### src/rtl/config_field_editor_pkg.sv
// Shared encodings and default limits for the configuration field editor.
// Field 0 sits at the LSBs of every packed per-field vector.
package config_field_editor_pkg;

    typedef enum logic [1:0] {
        MODE_NORMAL = 2'd0,
        MODE_HORA   = 2'd1,
        MODE_FECHA  = 2'd2,
        MODE_TIMER  = 2'd3
    } mode_e;

    localparam int F_SS    = 0;
    localparam int F_MM    = 1;
    localparam int F_HH    = 2;
    localparam int F_YEAR  = 3;
    localparam int F_MES   = 4;
    localparam int F_DAY   = 5;
    localparam int F_WDAY  = 6;
    localparam int F_SS_T  = 7;
    localparam int F_MM_T  = 8;
    localparam int F_HH_T  = 9;

    // Listed from field 9 down to field 0.
    localparam logic [69:0] DEF_LIMIT_MIN = {7'd0, 7'd0, 7'd0, 7'd1, 7'd1,
                                             7'd1, 7'd0, 7'd0, 7'd0, 7'd0};
    localparam logic [69:0] DEF_LIMIT_MAX = {7'd23, 7'd59, 7'd59, 7'd7, 7'd31,
                                             7'd12, 7'd99, 7'd23, 7'd59, 7'd59};

endpackage

### src/rtl/config_field_editor_button_repeat_tick.sv
// Rising-edge tick plus hold-then-repeat ticks for one debounced button.
// The edge register tracks the level during reset so a held button never fires.
module button_repeat_tick #(
    parameter int HOLD_CYCLES   = 50_000_000,
    parameter int REPEAT_CYCLES = 10_000_000
) (
    input  logic clk,
    input  logic reset,
    input  logic level_i,
    input  logic inhibit_i,
    output logic tick_o
);

    localparam int CNT_W = $clog2(HOLD_CYCLES + 1);

    logic             prev_q;
    logic             armed_q, armed_d;
    logic [CNT_W-1:0] cnt_q, cnt_d;
    logic             edge_w;

    assign edge_w = level_i & ~prev_q;

    // Down-counter: reaching zero while armed emits a tick and reloads the repeat period.
    always_comb begin
        tick_o  = 1'b0;
        armed_d = armed_q;
        cnt_d   = cnt_q;
        if (inhibit_i || !level_i) begin
            armed_d = 1'b0;
            cnt_d   = '0;
        end else if (edge_w) begin
            tick_o  = 1'b1;
            armed_d = 1'b1;
            cnt_d   = CNT_W'(HOLD_CYCLES - 1);
        end else if (armed_q) begin
            if (cnt_q == '0) begin
                tick_o = 1'b1;
                cnt_d  = CNT_W'(REPEAT_CYCLES - 1);
            end else begin
                cnt_d = cnt_q - 1'b1;
            end
        end
    end

    always_ff @(posedge clk) begin
        prev_q <= level_i;
        if (reset) begin
            armed_q <= 1'b0;
            cnt_q   <= '0;
        end else begin
            armed_q <= armed_d;
            cnt_q   <= cnt_d;
        end
    end

endmodule

### src/rtl/config_field_editor.sv
// Bank of bounded edit fields with per-mode cursor, UP/DOWN auto-repeat editing
// and a clamped load port for write-back from the running clock.
import config_field_editor_pkg::*;

module config_field_editor #(
    parameter int                      N_FIELDS      = 10,
    parameter int                      W             = 7,
    parameter int                      IDX_W         = 4,
    parameter int                      CURSOR_W      = 2,
    parameter int                      G1            = 3,
    parameter int                      G2            = 4,
    parameter int                      G3            = 3,
    parameter logic [N_FIELDS*W-1:0]   LIMIT_MIN     = DEF_LIMIT_MIN,
    parameter logic [N_FIELDS*W-1:0]   LIMIT_MAX     = DEF_LIMIT_MAX,
    parameter int                      HOLD_CYCLES   = 50_000_000,
    parameter int                      REPEAT_CYCLES = 10_000_000
) (
    input  logic                    clk,
    input  logic                    reset,
    input  logic                    enUP,
    input  logic                    enDOWN,
    input  logic                    enLEFT,
    input  logic                    enRIGHT,
    input  logic [1:0]              config_mode,
    input  logic                    load_en,
    input  logic [IDX_W-1:0]        load_idx,
    input  logic [W-1:0]            load_value,
    output logic [N_FIELDS*W-1:0]   field_values,
    output logic [CURSOR_W-1:0]     cursor_location,
    output logic [IDX_W-1:0]        sel_field,
    output logic [3:0]              sel_digit1,
    output logic [3:0]              sel_digit0,
    output logic                    edit_tick
);

    function automatic logic [7:0] to_bcd(input logic [W-1:0] v);
        logic [3:0] tens;
        logic [3:0] units;
        tens  = '0;
        units = v[3:0];
        for (int k = 1; k < 10; k++) begin
            if (v >= W'(k * 10)) begin
                tens  = 4'(k);
                units = 4'(v - W'(k * 10));
            end
        end
        return {tens, units};
    endfunction

    mode_e                mode;
    logic [W-1:0]         vals_q [N_FIELDS];
    logic [W-1:0]         vals_d [N_FIELDS];
    logic [W-1:0]         lim_min [N_FIELDS];
    logic [W-1:0]         lim_max [N_FIELDS];
    logic [CURSOR_W-1:0]  cursor_q, cursor_d;
    logic [CURSOR_W:0]    grp_size;
    logic [1:0]           mode_q;
    logic                 left_prev_q, right_prev_q;
    logic                 left_tick, right_tick;
    logic                 up_tick, dn_tick, both_held;
    logic                 edit_act;
    logic                 edit_tick_q;
    logic [W-1:0]         sel_val;
    logic [7:0]           sel_bcd;

    assign mode = mode_e'(config_mode);

    for (genvar g = 0; g < N_FIELDS; g++) begin : g_fields
        assign lim_min[g]               = LIMIT_MIN[g*W +: W];
        assign lim_max[g]               = LIMIT_MAX[g*W +: W];
        assign field_values[g*W +: W]   = vals_q[g];
    end

    assign both_held = enUP & enDOWN;

    button_repeat_tick #(.HOLD_CYCLES(HOLD_CYCLES), .REPEAT_CYCLES(REPEAT_CYCLES)) u_up (
        .clk(clk), .reset(reset), .level_i(enUP), .inhibit_i(both_held), .tick_o(up_tick)
    );

    button_repeat_tick #(.HOLD_CYCLES(HOLD_CYCLES), .REPEAT_CYCLES(REPEAT_CYCLES)) u_dn (
        .clk(clk), .reset(reset), .level_i(enDOWN), .inhibit_i(both_held), .tick_o(dn_tick)
    );

    assign left_tick  = enLEFT  & ~left_prev_q;
    assign right_tick = enRIGHT & ~right_prev_q;

    always_comb begin
        grp_size  = (CURSOR_W+1)'(1);
        sel_field = '0;
        case (mode)
            MODE_HORA: begin
                grp_size  = (CURSOR_W+1)'(G1);
                sel_field = IDX_W'(cursor_q);
            end
            MODE_FECHA: begin
                grp_size  = (CURSOR_W+1)'(G2);
                sel_field = IDX_W'(G1) + IDX_W'(cursor_q);
            end
            MODE_TIMER: begin
                grp_size  = (CURSOR_W+1)'(G3);
                sel_field = IDX_W'(G1 + G2) + IDX_W'(cursor_q);
            end
            default: ;
        endcase
    end

    always_comb begin
        cursor_d = cursor_q;
        if (mode == MODE_NORMAL || config_mode != mode_q) begin
            cursor_d = '0;
        end else if (left_tick && !right_tick) begin
            cursor_d = ({1'b0, cursor_q} == grp_size - 1'b1) ? '0 : cursor_q + 1'b1;
        end else if (right_tick && !left_tick) begin
            cursor_d = (cursor_q == '0) ? CURSOR_W'(grp_size - 1'b1) : cursor_q - 1'b1;
        end
    end

    assign edit_act = (mode != MODE_NORMAL) && (up_tick || dn_tick)
                      && (sel_field < IDX_W'(N_FIELDS));

    // A user edit on the same field takes priority over a concurrent load.
    always_comb begin
        for (int i = 0; i < N_FIELDS; i++) begin
            vals_d[i] = vals_q[i];
            if (edit_act && sel_field == IDX_W'(i)) begin
                if (up_tick)
                    vals_d[i] = (vals_q[i] == lim_max[i]) ? lim_min[i] : vals_q[i] + 1'b1;
                else
                    vals_d[i] = (vals_q[i] == lim_min[i]) ? lim_max[i] : vals_q[i] - 1'b1;
            end else if (load_en && load_idx == IDX_W'(i)) begin
                if (load_value < lim_min[i])
                    vals_d[i] = lim_min[i];
                else if (load_value > lim_max[i])
                    vals_d[i] = lim_max[i];
                else
                    vals_d[i] = load_value;
            end
        end
    end

    always_ff @(posedge clk) begin
        left_prev_q  <= enLEFT;
        right_prev_q <= enRIGHT;
        mode_q       <= config_mode;
        if (reset) begin
            for (int i = 0; i < N_FIELDS; i++) vals_q[i] <= lim_min[i];
            cursor_q    <= '0;
            edit_tick_q <= 1'b0;
        end else begin
            for (int i = 0; i < N_FIELDS; i++) vals_q[i] <= vals_d[i];
            cursor_q    <= cursor_d;
            edit_tick_q <= edit_act;
        end
    end

    always_comb begin
        sel_val = '0;
        for (int i = 0; i < N_FIELDS; i++)
            if (sel_field == IDX_W'(i)) sel_val = vals_q[i];
    end

    assign sel_bcd         = to_bcd(sel_val);
    assign sel_digit1      = sel_bcd[7:4];
    assign sel_digit0      = sel_bcd[3:0];
    assign cursor_location = cursor_q;
    assign edit_tick       = edit_tick_q;

endmodule

### config.mk
export PLATFORM = sky130hd
export DESIGN_NAME = config_field_editor
export DESIGN_NICKNAME = d
export VERILOG_FILES = /design/src/rtl/config_field_editor_pkg.sv /design/src/rtl/config_field_editor_button_repeat_tick.sv /design/src/rtl/config_field_editor.sv
export SDC_FILE = /design/constraint.sdc
export NUM_CORES = 1
export LEC_CHECK = 0
export ABC_AREA = 1
export CORE_ASPECT_RATIO = 0.6
export CORE_MARGIN = 2
export CORE_UTILIZATION = 50
export CTS_BUF_LIST = sky130_fd_sc_hd__clkbuf_4
export CTS_CLUSTER_DIAMETER = 200
export DETAILED_ROUTE_END_ITERATION = 8
export HOLD_SLACK_MARGIN = 0.15
export PLACE_DENSITY = 0.75
export SLEW_MARGIN = 20
export SYNTH_ARGS = -nofsm -noshare
export SYNTH_HDL_FRONTEND = slang
export SYNTH_SLANG_ARGS = --single-unit
### constraint.sdc
create_clock -name clk -period 5.4 [get_ports clk]
set_clock_uncertainty 0.15 [all_clocks]
set_input_delay 1.35 -clock clk [delete_from_list [all_inputs] [get_ports clk]]
set_output_delay 1.35 -clock clk [all_outputs]
set_load 0.05 [all_outputs]
==> results.md <==
- GP Congestion: roughly 1.0
- Ys Warns: 0
- Post-Syn Nets: 1759
- Number of top-level pins: 105
- Area Overhead vs Synth: 25.9%
- Worst rel slew slack: 49.5%
- Syn Inst Count: 1705
- Fmax: 0.174 GHz
- End of the worst register-to-register path: vals_q[3][3]$_SDFFE_PP0P_
- Crit path kind: input port to primary output
- Per-cell routed wire length: 17.8 µm
- Worst Hold Class: flop to flop
- Area leader, netlist: dfxtp_1
- Final ANT Viol Nets: 0
- Critical Path AT: roughly 4.3 ns
- Vias per cell: about 5.7
- DRT iter0 DRCs: approximately 1500
- Critical Path RT: ~4 ns
- Die width: 194 µm
- Finished Core Util: 64.5%
- Worst IR drop on VDD: 0.127 mV
- DRC viols: 0
- Post-DP HPWL: 30000 µm
- EDFF count, synth: 0
- ANT cells: 0
- Die ar.: 0.0229 mm²
- Reg power frac: between 40% and 50%
- Final #Nets: 1943
- WHS Path Cells: 2
- Least-Margin Pin Slew: 0.755 ns
- H-Tree Depth: 4
- Min Tclk post-route: 5.76 ns
- Buffer depth of the longest clock path: 2
- Reg2reg path depth: 20
- Crit share post-route: 107%
- Initial core utilization: 51.2%
- Comb power frac: 31.2%
- Buffers on Ports: 104
- Failing checks: negative setup slack
- Total clock sinks: 133
- Unrepaired setup endpoints after global routing: true
- Clock Latency Late Sink: 0.59 ns
- Router iterations before antenna repair: 6
- Slew Limit Fails: 0
- First-pass GRT wire length: 60700 µm
- Antenna violations before repair: 0
- Share of cells above drive strength 1: 16.5%
- Hold path start: u_up.cnt_q[24]$_SDFFE_PP0P_
- Slowest CP cell: ha_4
- Post-synth top flop: dfxtp_1
- Largest net degree at the start of global routing: 38
- Outcome: finished, violations left
- Yosys cell types: 63
- Total grt overflow: 0
- Vias in the first global route: 11200
- Final Hold Fails: 0
- Switching Fraction: 40.0%
- DP Area: 0.0129 mm²
- Routed vias: 12518
- Switching power: approximately 0.001 W
- Critical path capture point type: primary output
- Post-route design area: approximately 0.014 mm²
- Register area share after synthesis: between 20 and 25%
- Power Internal: 0.00150 W
- Final setup fails: 5
- Most used cell, CP: nand2_1
- Seq cells post-synth: 133
- Syn Std Cell Area: 0.0108 mm²
- Hold Path End: u_up.cnt_q[24]$_SDFFE_PP0P_
- Clock power share: 27.1%
- Synth area leaders: dfxtp_1 (25%), nand2_1 (11%), inv_1 (8.1%)
- Critical Path Max Stage Delay: 0.15 ns
- Routed wire length: 38800 µm
- TritonCTS clock tree: done
- # fillers: 1966
- Std-Cell Rows: 41
- R2R Setup Slk: roughly 1.7 ns
- Synth top area share: 24.6%
- Max cap viols: 0
- RR Startpoint: u_dn.cnt_q[0]$_SDFFE_PP0P_
- Async SR Flop Fraction: 0%
- Root Buffer: clkbuf_4
- Static Leak: 5.93 nW
- Clock Pin Slew Worst Setup and Hold Paths: 0.14 ns
- Setup WS pre-CTS: -0.993 ns
- CORE AREA: 0.0211 mm²
- Post-route setup slack: -0.358 ns
- Mean post-synth cell area: 6.35 µm²
- PD cells: approximately 180 mW/mm²
- Startpoint Class: input port
- TritonCTS Buffers: 17
- Die Ht: 118 µm
- # hold bufs at CTS: 0
- CP max FO: 7
- GRT Total Usage: 32.9%
- Worst hold slack: 0.337 ns
==> cell usage in the layout (no fill, tap or decap), drive strengths merged, types with 2 or more instances in the layout <==
cell type	synthesis	final
ha	34	34
dfxtp	133	133
nor2	249	249
clkdlybuf4s50	0	93
nand3	109	109
a221oi	9	9
xnor2	23	23
or2	12	12
o31ai	10	10
nor3b	2	2
clkinv	3	8
nand3b	3	3
buf	9	110
o22ai	15	15
mux2i	2	2
nand2	340	341
clkinvlp	0	3
a21oi	91	91
a31oi	30	30
a311oi	2	2
nand4	43	43
nor3	36	36
o32ai	2	2
a22oi	5	5
nor4	13	13
o221ai	5	5
xor2	68	68
o21bai	2	2
o21ai	118	118
inv	258	265
o311ai	6	6
o211ai	34	34
clkbuf	30	17
==> cell type report <==
type	count	area, µm²	area share (%)
Clock buffer	17	128	0.936
Clock inverter	15	141	1.04
Inverter	261	1020	7.45
Multi-Input combinational cell	1273	7410	54.4
Sequential cell	133	2670	19.6
Tap cell	279	349	2.56
Timing Repair Buffer	203	1920	14.1
==> worst max-delay path, delay by kind of cell <==
| kind | cells | cell delay, ns |
|---|---|---|
| AO/OA/AOI/OAI | 2 | 0.19 |
| adder cells (fa/ha/maj) | 1 | 0.15 |
| buffers and inverters | 8 | 0.85 |
| AND/OR/NAND/NOR | 20 | 1.69 |
==> what timing repair did <==
| action | in CTS | in global routing |
|---|---|---|
| setup buffers | 12 | 3 |
| gates resized for setup | 86 | 25 |
| endpoints found under the setup margin | 8 | 7 |
| pin swaps | 50 | 21 |
| gates cloned | 1 | 0 |
==> how the worst max path moves through the flow <==
stage | start | to | slack, ns
floorplan | config_mode[0] | sel_digit0[3] | -0.29
global placement | config_mode[1] | sel_digit0[3] | -0.83
detailed placement | config_mode[1] | sel_digit0[3] | -0.99
CTS | config_mode[1] | sel_digit0[3] | -0.31
global route | config_mode[1] | sel_digit0[3] | -0.56
finish | config_mode[1] | sel_digit0[2] | -0.36
==> sequential cells by signal (all words and copies together) (netlist names), 2 cells and up <==
register         count
cursor_location      2
mode_q               2
u_dn.cnt_q          26
u_up.cnt_q          26
vals_q              70
==> per-stage QoR <==
stage	total power, W	setup TNS (ns)	std cells
after floorplan	0.00152	-0.680	1705
after global placement	0.00177	-4.73	2135
after detailed placement	0.00178	-5.78	2135
after CTS	0.00248	-1.15	2178
after global routing	0.00260	-2.32	2181
final	0.00250	-1.44	2181
==> synthesized netlist by cell type (all sizes together) (2+ instances only) <==
cell    count
nand2     340
inv       258
nor2      249
dfxtp     133
o21ai     118
nand3     109
a21oi      91
xor2       68
nand4      43
nor3       36
ha         34
o211ai     34
a31oi      30
clkbuf     30
xnor2      23
o22ai      15
nor4       13
or2        12
o31ai      10
a221oi      9
buf         9
o311ai      6
a22oi       5
o221ai      5
clkinv      3
nand3b      3
a311oi      2
mux2i       2
nor3b       2
o21bai      2
o32ai       2
==> power groups by stage <==
stage	logic, W	clock network, W	registers (W)
3_5_place_dp	0.000716	0	0.00106
6_report	0.000778	0.000677	0.00104
3_3_place_gp	0.000709	0	0.00106
5_1_grt	0.000836	0.000721	0.00105
2_1_floorplan	0.000434	0	0.00109
4_1_cts	0.000748	0.000686	0.00104
==> layer usage <==
metal	global-route usage (%)	routed length, µm	vias up
met1	52.0	18800	5729
met5	1.74	48	-
met3	10.2	5130	35
met4	5.26	311	2
li1	-	-	6041
met2	42.7	14500	711
==> cells by family after synthesis <==
family          count (synthesis)  synth area share [%]
compound gates                335                  18.8
xor+xnor                       91                  7.36
fa+ha+maj                      34                  3.93
buf+inv                       300                  10.6
flops                         133                  24.6
mux                             2                 0.185
simple gates                  810                  34.5
(Power assumes the default switching activity.)
